[config.mk]
export PLATFORM = sky130hd
export DESIGN_NAME = mult_seq_ctrl
export DESIGN_NICKNAME = d
export VERILOG_FILES = /design/src/rtl/mult_seq_ctrl.sv
export SDC_FILE = /design/constraint.sdc
export NUM_CORES = 1
export LEC_CHECK = 0
export CAP_MARGIN = 20
export CORE_MARGIN = 5
export CORE_UTILIZATION = 35
export CTS_BUF_LIST = sky130_fd_sc_hd__clkbuf_8
export CTS_CLUSTER_DIAMETER = 150
export DETAILED_ROUTE_END_ITERATION = 7
export MAX_ROUTING_LAYER = met4
export PLACE_DENSITY = 0.5
export SETUP_SLACK_MARGIN = 0.05
export SLEW_MARGIN = 20
export SYNTH_ARGS = -nofsm -noshare
export SYNTH_HDL_FRONTEND = slang
export SYNTH_SLANG_ARGS = --single-unit
export TNS_END_PERCENT = 100
[constraint.sdc]
create_clock -name clk -period 5.12 [get_ports clk]
set_clock_uncertainty 0.15 [all_clocks]
set_input_delay 0.512 -clock clk [delete_from_list [all_inputs] [get_ports clk]]
set_output_delay 0.512 -clock clk [all_outputs]
set_load 0.01 [all_outputs]
[src/rtl/mult_seq_ctrl.sv]
// -----------------------------------------------------------------------------
// mult_seq_ctrl
//
// Sequential 4x4 unsigned multiplier with a binary-to-BCD converter and
// three 7-segment lamp drivers.
//
// One operation runs through the states IDLE -> MULT (4 cycles) ->
// CONV (8 cycles) -> DONE (1 cycle) -> IDLE. Operands are captured on the
// accept edge, so later changes on a/b do not affect the operation.
//
// Handshake: start is a request that is sampled only while busy=0. The edge
// that sees start=1 with the FSM in IDLE accepts the request, and busy rises
// right after it. Requests that arrive while busy=1 are dropped, not queued.
// done is a one-cycle pulse. It marks the cycle in which product and the
// lamps first show the new result.
//
// Ports:
//   clk           in   1  rising-edge clock
//   rst_n         in   1  asynchronous active-low reset
//   start         in   1  operation request, sampled only in IDLE
//   a             in   4  multiplicand, unsigned
//   b             in   4  multiplier, unsigned
//   busy          out  1  high whenever the FSM is not in IDLE
//   done          out  1  one-cycle pulse while in DONE
//   product       out  8  last completed product, registered
//   ones_lamp     out  7  7-seg code of the ones digit (bit6=a .. bit0=g)
//   tens_lamp     out  7  7-seg code of the tens digit
//   hundreds_lamp out  7  7-seg code of the hundreds digit
//
// Configuration macro:
//   MULT_LZ_BLANK_EN  when defined, leading zeros are blanked. The hundreds
//                     lamp is dark when its digit is 0. The tens lamp is dark
//                     when both the hundreds and tens digits are 0. The ones
//                     lamp is always lit.
// -----------------------------------------------------------------------------
module mult_seq_ctrl (
    input  logic       clk,
    input  logic       rst_n,
    input  logic       start,
    input  logic [3:0] a,
    input  logic [3:0] b,
    output logic       busy,
    output logic       done,
    output logic [7:0] product,
    output logic [6:0] ones_lamp,
    output logic [6:0] tens_lamp,
    output logic [6:0] hundreds_lamp
);

    typedef enum logic [1:0] {
        IDLE = 2'd0,
        MULT = 2'd1,
        CONV = 2'd2,
        DONE = 2'd3
    } state_t;

    state_t      state;
    logic [2:0]  step_cnt;
    logic [7:0]  mcand;    // multiplicand, shifted left by one place per step
    logic [3:0]  mplier;   // multiplier, shifted right; bit 0 is the current bit
    logic [7:0]  acc;      // partial product
    // Double-dabble working register laid out as
    // {hundreds[19:16], tens[15:12], ones[11:8], binary[7:0]}.
    logic [19:0] dd;

    logic [7:0]  acc_next;
    logic [19:0] dd_next;

    // Segment pattern for one decimal digit, active-high, bit6=a .. bit0=g.
    function automatic logic [6:0] seg7(input logic [3:0] d);
        logic [6:0] s;
        case (d)
            4'd0:    s = 7'b1111110;
            4'd1:    s = 7'b0110000;
            4'd2:    s = 7'b1101101;
            4'd3:    s = 7'b1111001;
            4'd4:    s = 7'b0110011;
            4'd5:    s = 7'b1011011;
            4'd6:    s = 7'b1011111;
            4'd7:    s = 7'b1110000;
            4'd8:    s = 7'b1111111;
            4'd9:    s = 7'b1111011;
            default: s = 7'b0000000;
        endcase
        return s;
    endfunction

    // All three lamps packed as {hundreds, tens, ones}, blanking applied.
    function automatic logic [20:0] lamps_of(input logic [3:0] h,
                                             input logic [3:0] t,
                                             input logic [3:0] o);
        logic [6:0] hl;
        logic [6:0] tl;
        hl = seg7(h);
        tl = seg7(t);
`ifdef MULT_LZ_BLANK_EN
        if (h == 4'd0) begin
            hl = 7'b0000000;
            if (t == 4'd0) begin
                tl = 7'b0000000;
            end
        end
`endif
        return {hl, tl, seg7(o)};
    endfunction

    // One double-dabble step. Any BCD nibble >= 5 gets 3 added, then the
    // whole register shifts left by one bit.
    function automatic logic [19:0] dd_step(input logic [19:0] v);
        logic [19:0] t;
        t = v;
        if (t[11:8]  >= 4'd5) t[11:8]  = t[11:8]  + 4'd3;
        if (t[15:12] >= 4'd5) t[15:12] = t[15:12] + 4'd3;
        if (t[19:16] >= 4'd5) t[19:16] = t[19:16] + 4'd3;
        return {t[18:0], 1'b0};
    endfunction

    always_comb begin
        acc_next = acc + (mplier[0] ? mcand : 8'd0);
        dd_next  = dd_step(dd);
    end

    always_ff @(posedge clk or negedge rst_n) begin
        if (!rst_n) begin
            state    <= IDLE;
            step_cnt <= 3'd0;
            mcand    <= 8'd0;
            mplier   <= 4'd0;
            acc      <= 8'd0;
            dd       <= 20'd0;
            busy     <= 1'b0;
            done     <= 1'b0;
            product  <= 8'd0;
            {hundreds_lamp, tens_lamp, ones_lamp} <= lamps_of(4'd0, 4'd0, 4'd0);
        end else begin
            case (state)
                IDLE: begin
                    done <= 1'b0;
                    if (start) begin
                        mcand    <= {4'd0, a};
                        mplier   <= b;
                        acc      <= 8'd0;
                        step_cnt <= 3'd0;
                        busy     <= 1'b1;
                        state    <= MULT;
                    end else begin
                        busy <= 1'b0;
                    end
                end
                MULT: begin
                    acc      <= acc_next;
                    mcand    <= {mcand[6:0], 1'b0};
                    mplier   <= {1'b0, mplier[3:1]};
                    step_cnt <= step_cnt + 3'd1;
                    if (step_cnt == 3'd3) begin
                        // The product is complete. Load it into the converter.
                        dd       <= {12'd0, acc_next};
                        step_cnt <= 3'd0;
                        state    <= CONV;
                    end
                end
                CONV: begin
                    dd       <= dd_next;
                    step_cnt <= step_cnt + 3'd1;
                    if (step_cnt == 3'd7) begin
                        // The eighth shift finishes the BCD digits. Publish
                        // the result on the same edge that enters DONE.
                        product <= acc;
                        {hundreds_lamp, tens_lamp, ones_lamp} <=
                            lamps_of(dd_next[19:16], dd_next[15:12], dd_next[11:8]);
                        done     <= 1'b1;
                        step_cnt <= 3'd0;
                        state    <= DONE;
                    end
                end
                DONE: begin
                    done  <= 1'b0;
                    busy  <= 1'b0;
                    state <= IDLE;
                end
                default: begin
                    done  <= 1'b0;
                    busy  <= 1'b0;
                    state <= IDLE;
                end
            endcase
        end
    end

endmodule

======== Word-level counts from Yosys, hierarchy flattened ========
Memory sizes are Yosys's and may differ from the RTL's. A register that Yosys moved wholly into a read port is not among the register bits.
Cells that the tools add are included.
cells by class
  add/subtract/negate cells ............... 5
  $lt $le $gt $ge ......................... 3
  equal/unequal tests ..................... 8
  muxes and demuxes ....................... 24
  reductions and logical operators ........ 16
operators with widths
  cell                 number
  $pmux 20 s2          1
  $pmux 8 s2           2
  $mux 8               3
  $mux 20              1
  $ge 4x3->1 const B   3
  $mux 3               4
  $mux 4               3
  $reduce_and 2->1     5
  $pmux 3 s3           1
  $add 4x2->4 const B  2
  $add 8x8->8          1
  $pmux 2 s4           1
  $pmux 4 s2           1
  $reduce_bool 2->1    4
  $mux 2               3
  $ne 2x2->1 const B   3
  $eq 2x2->1 const B   2
  $pmux 1 s2           2
  $add 3x1->3 const B  1
  $add 3x2->3 const B  1
  $eq 3x2->1 const B   1
  $eq 3x3->1 const B   1
  $logic_not 1->1      3
  $reduce_and 3->1     1
  other kinds (5)      6
storage, ports and cells
  register bits after elaboration ......... 55
  memory bits (read-only) ................. 336
  input bits .............................. 11
  output and inout port bits .............. 31
  word-level logic and storage cells ...... 68
  memories ................................ 3
memory list
  memory           depth  bits a word  rd ports  clocked after Yosys merged registers in  write ports  RTL line  text
  (no name shown)  16     7            1         1                                        0            72        case (d)
  (no name shown)  16     7            1         1                                        0            72
  (no name shown)  16     7            1         1                                        0            72

======== Depth between registers and ports, before layout ========
  depth after elaboration ................. 4
  gate-level depth with buffers ........... 10
  mapped depth without buffers ............ 10

======== Worst setup path after synthesis ========
Ideal clock, no wire load.
  path type ............................... reg2reg
  from .................................... reg dd[8]
  to ...................................... reg ones_lamp[1]
  library setup time ...................... 0.077 ns
  data arrival time ....................... 2.137 ns
  data required time ...................... 4.893 ns
  slack ................................... 2.756 ns
  stages on the path, launching flop included .. 10
  buffers on the path ..................... 1
  clock period less this slack ............ 2.364 ns
  cells stage by stage .................... dfrtp_1 -> inv_1 -> ha_1 -> nand2b_2 -> a211o_1 -> and2_4 -> buf_6 -> ha_1 -> or3_1 -> a31oi_1
on the way
  cells in the longest elaborated chain, start to end .. 2
  elaborated cells between the ends (all ways) .. 3
  classes of those cells .................. 1 x add/sub; 1 x order compare; 1 x mux
ends and longest elaborated chain
  item                                       RTL line  text
  from (decl)                                64        logic [19:0] dd;
  from (signal assigned)                     157       dd <= {12'd0, acc_next};
  from (signal assigned)                     163       dd <= dd_next;
  $add 4x2->4 or $ge 4x3->1 (tied branches)  112       if (t[11:8] >= 4'd5) t[11:8] = t[11:8] + 4'd3;
  $mux 4 (*)                                 112
  to (decl)                                  45        output logic [6:0] ones_lamp,
Mark *: on every way between the ends. The rest lies on a longest branch, timed or not.
A chain may end at the register's enable or synchronous reset.

======== Worst setup path after layout ========
  from .................................... reg state[1]
  to ...................................... reg dd[5]
on the way
  cells in the longest elaborated chain, start to end .. 3
  elaborated cells between the ends (all ways) .. 6
  classes of those cells .................. 3 x eq/ne; 1 x mux; 2 x reduce/logical
ends and longest elaborated chain
  item                                                              RTL line  text
  from (decl)                                                       57        state_t state;
  from (signal assigned)                                            125       state <= IDLE;
  from (signal assigned)                                            145       state <= MULT;
  from (signal assigned)                                            159       state <= CONV;
  $eq 2x1->1 or $eq 2x2->1 (tied branches)                          136       case (state)
  $ne 2x2->1 (no source line) or $reduce_bool 2->1 (tied branches)  --
  $reduce_and 2->1 (no source line)                                 --
Several ways; a longest one is shown, not always the timed one.

==> flow_metrics.env <==
export IMPL_outcome="finished clean"
export IMPL_clkTransAtPathRegs_ns=0.08
export IMPL_start_util_pct=35.2
export IMPL_netlist_area_leader_share_pct=31.5
export IMPL_synth_top_cells_by_area="dfrtp_1, dfstp_2, ha_1"
export IMPL_area_growth_pct=15.1
export IMPL_synth_flop_cell="dfrtp_1"
export IMPL_drive_gt1_share_pct=11.6
export IMPL_dp_hpwl_um=7190
export IMPL_arrival_ns=2.87
export IMPL_rsz0062_at_grt="no"
export IMPL_hold_viol=0
export IMPL_drt_initial_drc_count=328
export IMPL_grtUsageMet3_pct=2.83
export IMPL_cp_slowest_cell="ha_1"
export IMPL_cts_buffers=9
export IMPL_ios=42
export IMPL_final_nets=554
export IMPL_r2r_end="dd[5]"
export IMPL_ys_seq_area_share_pct=41.8
export IMPL_n_antenna_cell=0
export IMPL_path_delay_family="buffers and inverters"
export IMPL_p_int_mw=1.80
export IMPL_fp_dieH_um=125
export IMPL_setup_slack_ns=2.35
export IMPL_avgSynthCellArea_um2=9.46
export IMPL_finalSetupViolCount=0
export IMPL_pre_cts_ws_ns=2.31
export IMPL_period_needed_ns=2.77
export IMPL_wl_per_cell_um=15.0
export IMPL_grt_pass1_wl_um=17600
export IMPL_hold_buffers=0
export IMPL_p_sw_share_pct=47.4
export IMPL_dp_cells=678
export IMPL_chipWidth_um=125
export IMPL_h_tree_depth=3
export IMPL_antenna_found_initial=0
export IMPL_wirelength_um=10400
export IMPL_vias_per_cell=5.20
export IMPL_fillers=1293
export IMPL_cp_end_kind="flop"
export IMPL_grt_overflow_total=0
export IMPL_num_rows=42
export IMPL_die_area_mm2=0.0156
export IMPL_pwr_share_comb_pct=58.1
export IMPL_worstSetupStartpointType="flop"
export IMPL_clockBufferDepth=2
export IMPL_reg2regPathDepth=7
export IMPL_tightest_slew_ns=1.02
export IMPL_vias=3610
export IMPL_crit_chain="inv_1, ha_1, clkinv_1, a21oi_2, nand3_1, mux2i_1, nor3_1"
export IMPL_synth_cell_type_count=64
export IMPL_grt_pass1_vias=3525
export IMPL_pwr_share_seq_pct=28.1
export IMPL_cts_resized=0
export IMPL_ir_worst_vdd_mv=0.221
export IMPL_ys_ff_latch=76
export IMPL_port_buffers=41
export IMPL_path_max_fanout=19
export IMPL_post_route_drc_count=0
export IMPL_power_frac_clock_pct=13.8
export IMPL_grtUsageMet2_pct=20.8
export IMPL_r2r_slack_ns=2.35
export IMPL_required_ns=5.23
export IMPL_ys_async_sr_fraction_pct=100
export IMPL_dr_pass1_iters=5
export IMPL_r2r_start="state[1]"
export IMPL_busiest_layer="met2"
export IMPL_finalCritPeriodShare_pct=54.1
export IMPL_maxSlewViolCount=0
export IMPL_gp_congestion=0.820
export IMPL_synth_warnings=0
export IMPL_switchingPower_mw=1.62
export IMPL_grt_total_usage_pct=14.1
export IMPL_final_util_pct=40.5
export IMPL_relSlewSlack_pct=32.3
export IMPL_fin_setup_tns_ns=0
export IMPL_clkSinkCount=76
export IMPL_max_stage_delay_ns=0.59
export IMPL_ant_nets=0
export IMPL_fmax_ghz=0.361
export IMPL_cap_violations=0
export IMPL_p_leak_nw=2.32
export IMPL_synthCells=487
export IMPL_netlist_area_mm2=0.00461
export IMPL_post_cts_setup_buffers=0
export IMPL_instances_no_fill=694
export IMPL_hold_path_class="primary input to asynchronous set/reset pin"
export IMPL_path_buf_inv=2
export IMPL_yosysTopAreaCell="dfrtp_1"
export IMPL_p_per_area_mw_per_mm2=645
export IMPL_clk_latency_ns=0.37
export IMPL_coreArea_mm2=0.0131
export IMPL_met1_usage_pct=19.0
export IMPL_grt_max_degree=77
export IMPL_critPathKind="flop to flop"
export IMPL_cts_tree="yes"
export IMPL_clockRootBuffer="clkbuf_8"
export IMPL_synth_nets=528
export IMPL_synth_edf_count=0
-- area by class of cell --
cell class	instances	area [µm²]	share of cell area, %
Sequential cell	76	1920	36.3
Clock inverter	6	56.3	1.06
Tap cell	176	220	4.15
Inverter	20	75.1	1.42
Multi-Input combinational cell	361	2450	46.2
Clock buffer	10	138	2.59
Timing Repair Buffer	45	442	8.33
-- flip-flops by register name (all words and copies together) (netlist names) --
signal and flops:
acc 8, busy 1, dd 20, done 1, hundreds_lamp 7, mcand 8
mplier 4, ones_lamp 7, product 8, state 2, step_cnt 3, tens_lamp 7
-- cell usage in the layout (no fill, tap or decap), types with 12 or more instances in the layout --
cell type	synthesis	routed
o22ai_1	12	12
nor2_1	28	28
dfrtp_1	58	58
o21ai_0	34	34
nor3_1	12	12
a21oi_1	24	24
nand2_1	69	69
clkdlybuf4s50_1	0	40
ha_1	29	29
dfstp_2	18	18
inv_1	19	21
-- power by group through the flow --
stage | clock, mW | sequential (mW) | combinational [mW]
after floorplan | 0 | 0.881 | 1.70
after global placement | 0 | 0.970 | 1.96
after detailed placement | 0 | 0.972 | 1.99
after CTS | 0.485 | 0.962 | 2.00
after global routing | 0.512 | 0.995 | 2.25
final | 0.472 | 0.962 | 1.99
-- Yosys cell counts, types with 3 or more instances --
cell	instances
ha_1	29
buf_6	4
a211o_1	3
and3_1	3
or3_1	5
buf_2	5
o31ai_1	9
and2_1	10
nand3_1	7
nand2b_1	6
nor2_1	28
dfrtp_1	58
nor3b_1	3
a22o_1	6
dfstp_2	18
a21oi_2	4
nand2_1	69
o21bai_1	3
nor3_1	12
nor2b_1	3
a211oi_1	8
clkbuf_1	16
o21ai_0	34
a21o_1	5
a31oi_1	6
o21a_1	4
a211oi_2	3
a22oi_1	6
o211ai_1	4
a221o_1	6
o22ai_1	12
inv_1	19
a21oi_1	24
xor2_1	5
mux2i_1	9
-- per-layer routing --
layer / vias to the layer above / share of wire, %
met3: 13 / 4.1
met2: 65 / 45
met4: 0 / 1.8
met5: - / 0
met1: 1731 / 50
li1: 1801 / -
-- how the worst max path moves through the flow --
| stage | depth (start not counted) | startpoint | slack [ns] | endpoint |
|---|---|---|---|---|
| final | 7 | state[1] | 2.35 | dd[5] |
| after CTS | 7 | state[1] | 2.34 | dd[5] |
| after floorplan | 9 | dd[8] | 2.76 | ones_lamp[1] |
| after global placement | 7 | state[1] | 2.49 | dd[6] |
| after global routing | 7 | state[1] | 2.10 | dd[5] |
| after detailed placement | 7 | state[1] | 2.31 | dd[5] |
-- per-stage QoR --
| stage | hold WS (ns) | power (mW) | instance area [µm²] |
|---|---|---|---|
| floorplan | 0.0664 | 2.58 | 4610 |
| global placement | 0.304 | 2.93 | 5110 |
| detailed placement | 0.311 | 2.96 | 5110 |
| CTS | 0.200 | 3.45 | 5300 |
| global route | 0.0887 | 3.75 | 5310 |
| finish | 0.0166 | 3.42 | 5310 |
-- logic make-up after synthesis --
logic type | after synthesis | share of synthesized area (%)
and+or+nand+nor | 156 | 16.0
AOI/OAI and AO/OA | 155 | 24.1
DFF | 76 | 41.8
buffers and inverters | 50 | 5.08
adders and majority gates | 30 | 8.31
xor gates and xnor gates | 10 | 2.53
muxes | 10 | 2.20
Note: power is estimated with default switching activity, not from simulation.
